[src/rtl/double_dabble_sequencer.sv]
// rtl/double_dabble_sequencer.sv - FSM sequencing a serial double-dabble binary-to-BCD datapath
// Optional feature macro: DDSEQ_PERF_CNT_EN adds the conv_count completed-conversion counter.

module double_dabble_sequencer #(
    parameter int BIN_W = 8,
    parameter int BCD_W = 12,
    parameter int CNT_W = 4
) (
    input  logic             clk,
    input  logic             rst,
    input  logic             in_valid,
    output logic             in_ready,
    input  logic [BIN_W-1:0] in_bin,
    output logic             sr_clr,
    output logic             sr_add,
    output logic             sr_en,
    output logic             sr_bit,
    input  logic [BCD_W-1:0] dp_bcd,
    output logic             out_valid,
    input  logic             out_ready,
    output logic [BCD_W-1:0] out_bcd,
    output logic             busy
`ifdef DDSEQ_PERF_CNT_EN
    ,
    output logic [15:0]      conv_count
`endif
);

    typedef enum logic [2:0] {
        S_IDLE    = 3'd0,
        S_CLEAR   = 3'd1,
        S_ADD     = 3'd2,
        S_SHIFT   = 3'd3,
        S_CAPTURE = 3'd4,
        S_HOLD    = 3'd5
    } state_t;

    localparam logic [CNT_W-1:0] CNT_LAST = CNT_W'(BIN_W - 1);

    state_t             state_q, state_d;
    logic [BIN_W-1:0]   bin_q, bin_d;
    logic [CNT_W-1:0]   cnt_q, cnt_d;
    logic [BCD_W-1:0]   bcd_q, bcd_d;
    logic               valid_q, valid_d;

    // State register
    always_ff @(posedge clk or posedge rst) begin
        if (rst) begin
            state_q <= S_IDLE;
        end else begin
            state_q <= state_d;
        end
    end

    // Working registers: word being converted (shifted MSB-first), iteration count, result
    always_ff @(posedge clk or posedge rst) begin
        if (rst) begin
            bin_q   <= '0;
            cnt_q   <= '0;
            bcd_q   <= '0;
            valid_q <= 1'b0;
        end else begin
            bin_q   <= bin_d;
            cnt_q   <= cnt_d;
            bcd_q   <= bcd_d;
            valid_q <= valid_d;
        end
    end

    // Next-state and register-update logic
    always_comb begin
        state_d = state_q;
        bin_d   = bin_q;
        cnt_d   = cnt_q;
        bcd_d   = bcd_q;
        valid_d = valid_q;
        case (state_q)
            S_IDLE: begin
                if (in_valid) begin
                    bin_d   = in_bin;
                    cnt_d   = '0;
                    state_d = S_CLEAR;
                end
            end
            S_CLEAR: state_d = S_ADD;
            S_ADD:   state_d = S_SHIFT;
            S_SHIFT: begin
                // The current MSB has just been shifted out; move the next bit up
                bin_d = {bin_q[BIN_W-2:0], 1'b0};
                if (cnt_q == CNT_LAST) begin
                    state_d = S_CAPTURE;
                end else begin
                    cnt_d   = cnt_q + 1'b1;
                    state_d = S_ADD;
                end
            end
            S_CAPTURE: begin
                bcd_d   = dp_bcd;
                valid_d = 1'b1;
                state_d = S_HOLD;
            end
            S_HOLD: begin
                if (out_ready) begin
                    valid_d = 1'b0;
                    state_d = S_IDLE;
                end
            end
            default: state_d = S_IDLE;
        endcase
    end

    // Moore outputs decoded from the state register
    always_comb begin
        in_ready = 1'b0;
        sr_clr   = 1'b0;
        sr_add   = 1'b0;
        sr_en    = 1'b0;
        sr_bit   = 1'b0;
        busy     = 1'b1;
        case (state_q)
            S_IDLE: begin
                in_ready = 1'b1;
                busy     = 1'b0;
            end
            S_CLEAR: sr_clr = 1'b1;
            S_ADD:   sr_add = 1'b1;
            S_SHIFT: begin
                sr_en  = 1'b1;
                sr_bit = bin_q[BIN_W-1];
            end
            default: ;
        endcase
    end

    assign out_valid = valid_q;
    assign out_bcd   = bcd_q;

`ifdef DDSEQ_PERF_CNT_EN
    logic [15:0] conv_cnt_q;

    // Completed-conversion counter, advances on each consumed result and wraps
    always_ff @(posedge clk or posedge rst) begin
        if (rst) begin
            conv_cnt_q <= '0;
        end else if (state_q == S_HOLD && out_ready) begin
            conv_cnt_q <= conv_cnt_q + 16'd1;
        end
    end

    assign conv_count = conv_cnt_q;
`endif

endmodule

[config.mk]
export PLATFORM = sky130hd
export DESIGN_NAME = double_dabble_sequencer
export DESIGN_NICKNAME = d
export VERILOG_FILES = /design/src/rtl/double_dabble_sequencer.sv
export SDC_FILE = /design/constraint.sdc
export NUM_CORES = 1
export LEC_CHECK = 0
export ABC_AREA = 0
export CAP_MARGIN = 30
export CORE_MARGIN = 8
export CORE_UTILIZATION = 35
export CTS_BUF_LIST = sky130_fd_sc_hd__clkbuf_8 sky130_fd_sc_hd__clkbuf_16
export DETAILED_ROUTE_END_ITERATION = 7
export DONT_BUFFER_PORTS = 1
export PLACE_DENSITY = 0.53
export SLEW_MARGIN = 15
export SYNTH_ARGS = -nofsm -noshare
export SYNTH_HDL_FRONTEND = slang
export SYNTH_SLANG_ARGS = --single-unit
export TNS_END_PERCENT = 20
[constraint.sdc]
create_clock -name clk -period 1.48 [get_ports clk]
set_input_delay 0.222 -clock clk [delete_from_list [all_inputs] [get_ports clk]]
set_output_delay 0.222 -clock clk [all_outputs]
set_load 0.05 [all_outputs]
-- Word-level counts from Yosys, hierarchy flattened
Cells that the tools add are included.
- register bits after elaboration: 28
- output and inout bits: 19
- bits of input ports: 24
- equality and inequality tests: 9
- multiplexer cells: 17
- reduce and logical (&&, ||, !) cells: 7
- add/subtract/negate cells: 1
- operators by type and width (cell ; number):
    $pmux W3 S6 ; 1
    $pmux W8 S2 ; 1
    $mux W3 ; 3
    $mux W4 ; 2
    $mux W8 ; 1
    $pmux W4 S2 ; 1
    $mux W1 ; 7
    $eq A3 B2 Y1 const B ; 2
    $eq A3 B3 Y1 const B ; 2
    $ne A2 B2 Y1 const B ; 3
    $reduce_and A2 Y1 ; 3
    $add A4 B1 Y4 const B ; 1
    $eq A4 B3 Y1 const B ; 1
    $reduce_bool A2 Y1 ; 2
    $eq A3 B1 Y1 const B ; 1
    $logic_not A3 Y1 ; 1
    $reduce_and A3 Y1 ; 1
    $pmux W1 S2 ; 1

-- Longest topological paths before layout
- depth in word-level cells: 3
- depth in mapped cells: 5
- mapped depth without buffers: 4

-- Worst setup path after synthesis
OpenSTA, ideal clock, no wires.
- path kind: reg2out
- from: register state_q[0]
- to: output sr_clr
- buffers on the path: 1
- cell stages (with the launch flop): 3
- data required time: 1.258 ns
- setup slack: -0.551 ns
- arrival: 1.809 ns
- cell sequence: dfrtp_1 -> clkbuf_1 -> nor3b_1
- cells in the longest elaborated chain, start to end: 2
- RTL lines (element ; RTL line ; text):
    start, declared ; 40 ; state_t state_q, state_d;
    start signal, assigned ; 51 ; state_q <= state_d;
    $eq A3 B1 Y1 ; 120 ; case (state_q)
    $mux W1 ; 120 ;
    end, declared ; 14 ; output logic sr_clr,
Every way passes these cells.

-- Final worst setup path
- from: register state_q[1]
- to: output in_ready
- cells in the longest elaborated chain, start to end: 2
- RTL lines (element ; RTL line ; text):
    $logic_not A3 Y1 ; 120 ;
    $mux W1 ; 120 ;
    end, declared ; 12 ; output logic in_ready,
Every way passes these cells.

==> results.sh <==
export IMPL_status="finished with violations"
export IMPL_violations="negative setup slack"
export IMPL_wl_um=2887
export IMPL_worst_path_buf_inv=3
export IMPL_seqPwrFrac_pct=37.4
export IMPL_routed_via_count=890
export IMPL_dieWidth_um=75.88
export IMPL_synth_area_leaders="dfrtp_1, mux2_2, o221a_1"
export IMPL_post_drt_wl_per_cell_um=16.50
export IMPL_p_clk_share_pct=14.3
export IMPL_port_buffers=0
export IMPL_end_kind="output port"
export IMPL_critPathSlowestCell="dfrtp_2"
export IMPL_cap_viol_max_count=0
export IMPL_startpoint_type="register"
export IMPL_worst_slew_pin_slew_ps=492.6
export IMPL_synth_ff_type="dfrtp_1"
export IMPL_synth_area_mm2=0.001255
export IMPL_pre_cts_ws_ps=45.31
export IMPL_yosysMostFrequentCell="dfrtp_1"
export IMPL_root_buffer="clkbuf_8"
export IMPL_ys_seq_elements=28
export IMPL_min_period_ps=1629
export IMPL_slew_violations=0
export IMPL_num_rows=21
export IMPL_setup_viol=14
export IMPL_start_util_pct=37.02
export IMPL_grt_pass1_vias=1004
export IMPL_overflow=0
export IMPL_first_pass_iters=4
export IMPL_required_ps=1260
export IMPL_synth_cell_types=35
export IMPL_grt_max_degree=29
export IMPL_vias_per_cell=5.086
export IMPL_htreeDepth=1
export IMPL_antenna_left=0
export IMPL_power_density_mw_per_mm2=2414
export IMPL_yosysWarningCount=0
export IMPL_p_comb_share_pct=48.3
export IMPL_fin_nets=155
export IMPL_seqCellArea_um2=701.9
export IMPL_antenna_found_initial=0
export IMPL_drive_gt1_share_pct=44.96
export IMPL_synthToLayoutAreaGrowth_pct=34.70
export IMPL_utilization_pct=49.87
export IMPL_place_area_mm2=0.001446
export IMPL_syn_inst=102
export IMPL_cts_tree="yes"
export IMPL_drc_errors=0
export IMPL_crit_chain="buf_6, or3_4, inv_2, buf_8"
export IMPL_clock_path_buffers=2
export IMPL_synth_edff_count=0
export IMPL_grtUsageTotal_pct=9.819
export IMPL_ir_drop_uv=1586
export IMPL_leakage_nw=0.7538
export IMPL_holdWs_ps=70.01
export IMPL_avgSynthCellArea_um2=12.30
export IMPL_cp_top_family="flip-flops"
export IMPL_yosysSeqAreaShare_pct=55.83
export IMPL_netSwitchingFraction_pct=40.57
export IMPL_max_freq_mhz=613.9
export IMPL_hold_viol=0
export IMPL_fin_area_mm2=0.001690
export IMPL_min_period_over_period_pct=110.1
export IMPL_core_area_mm2=0.003390
export IMPL_critPathArrivalTime_ps=1410
export IMPL_max_stage_delay_ps=440
export IMPL_diodes=0
export IMPL_crit_type="register to output port"
export IMPL_gp_congestion=0.7241
export IMPL_cts_buffers=3
export IMPL_die_area_mm2=0.005758
export IMPL_worst_path_max_fanout=4
export IMPL_die_h_um=75.88
export IMPL_yosys_area_top_type="dfrtp_1"
export IMPL_synth_async_reset_ratio_pct=100.0
export IMPL_fill_cells=288
export IMPL_synth_top_area_share_pct=55.83
export IMPL_synth_common_cells="dfrtp_1, mux2_2, nand2b_1, inv_1, o221a_1"
export IMPL_p_sw_mw=1.655
export IMPL_clk_pin_slew_ps=90
export IMPL_internal_power_mw=2.425
export IMPL_p_total_mw=4.080
export IMPL_fin_skew_ps=2.684
export IMPL_io_pins=43
export IMPL_insertion_delay_ps=270
export IMPL_synthesis_nets=127
export IMPL_slew_headroom_pct=67.16
export IMPL_worstHoldPathType="input pin to register"
export IMPL_rsz0062_at_grt="yes"
export IMPL_grt_pass1_wl_um=4374
export IMPL_multi_input_area_um2=559.3
export IMPL_finalWorstSetupSlack_ps=-149.0
export IMPL_dp_hpwl_um=2079
export IMPL_clock_sinks=28
export IMPL_drt_initial_drc_count=11
==> what timing repair did <==
action                                 CTS  global route
setup endpoints to repair                6            30
gates resized for setup                 16             7
hold buffers                             1             0
buffers inserted                         8             1
endpoints found under the hold margin   28             0
pin swaps                                3             8
==> through the flow <==
stage | instances | TNS [ps]
5_1_grt | 175 | -2037
3_5_place_dp | 161 | 0
6_report | 175 | -863.2
3_3_place_gp | 161 | 0
4_1_cts | 174 | -837.3
2_1_floorplan | 102 | -1058
==> placed cells by master, fill, tap and decap left out, types with 2 or more instances in the layout <==
cell and instances:
o21ai_0 2, inv_2 2, inv_1 5, nor2_1 3, o221a_1 6, nand2b_1 7
a31oi_1 2, mux2_2 11, buf_6 7, buf_8 2, nand3b_1 2, clkbuf_8 3
dfrtp_1 27, o21ai_1 2, buf_4 18
==> power groups by stage <==
| stage | combinational [mW] | sequential (mW) | clock (mW) |
|---|---|---|---|
| CTS | 1.89 | 1.52 | 0.601 |
| detailed placement | 1.56 | 1.54 | 0 |
| global placement | 1.53 | 1.54 | 0 |
| global route | 2.11 | 1.57 | 0.637 |
| finish | 1.97 | 1.53 | 0.582 |
| floorplan | 1.10 | 1.47 | 0 |
==> area by class of cell <==
type	count	area share, %
sequential	28	41.52
multi-input combinational	61	33.09
timing repair buffer	29	16.21
tap	46	3.405
clock buffer	3	2.443
clock inverter	1	1.776
inverter	7	1.554
==> registers in the layout, indices dropped and copies added (netlist names) <==
register   flops
state_q        3
out_bcd       12
cnt_q          4
out_valid      1
bin_q          8
==> worst paths after layout <==
kind | from | end | slack, ps | cells after the start
worst min register to register | cnt_q[1] | cnt_q[1] | 530 | 1
worst max-delay path | state_q[1] | in_ready | -150 | 4
min in group asynchronous | rst | out_bcd[11] | 450 | 3
worst min-delay path | in_bin[0] | bin_q[0] | 70 | 2
max in group asynchronous | rst | state_q[1] | 750 | 3
worst max register to register | state_q[1] | cnt_q[1] | -130 | 6
==> routing by layer <==
layer  wire length [µm]  up-vias  global-route usage [%]
met5                  0        -                       0
met4                 23        0                   2.559
met3                311        4                   4.079
met2               1447       42                   18.25
met1               1104      425                   9.725
li1                   -      419                       -
==> cell families (layout without fill, tap and decap cells) <==
kind of cell	Yosys count	count (layout)	synth area share, %
fa+ha+maj	1	1	0.9968
mux	13	13	11.57
flops	28	28	55.83
simple gates	27	27	14.06
compound gates	20	20	12.96
buf+inv	13	40	4.586
Power figures use the tool's default switching activity.
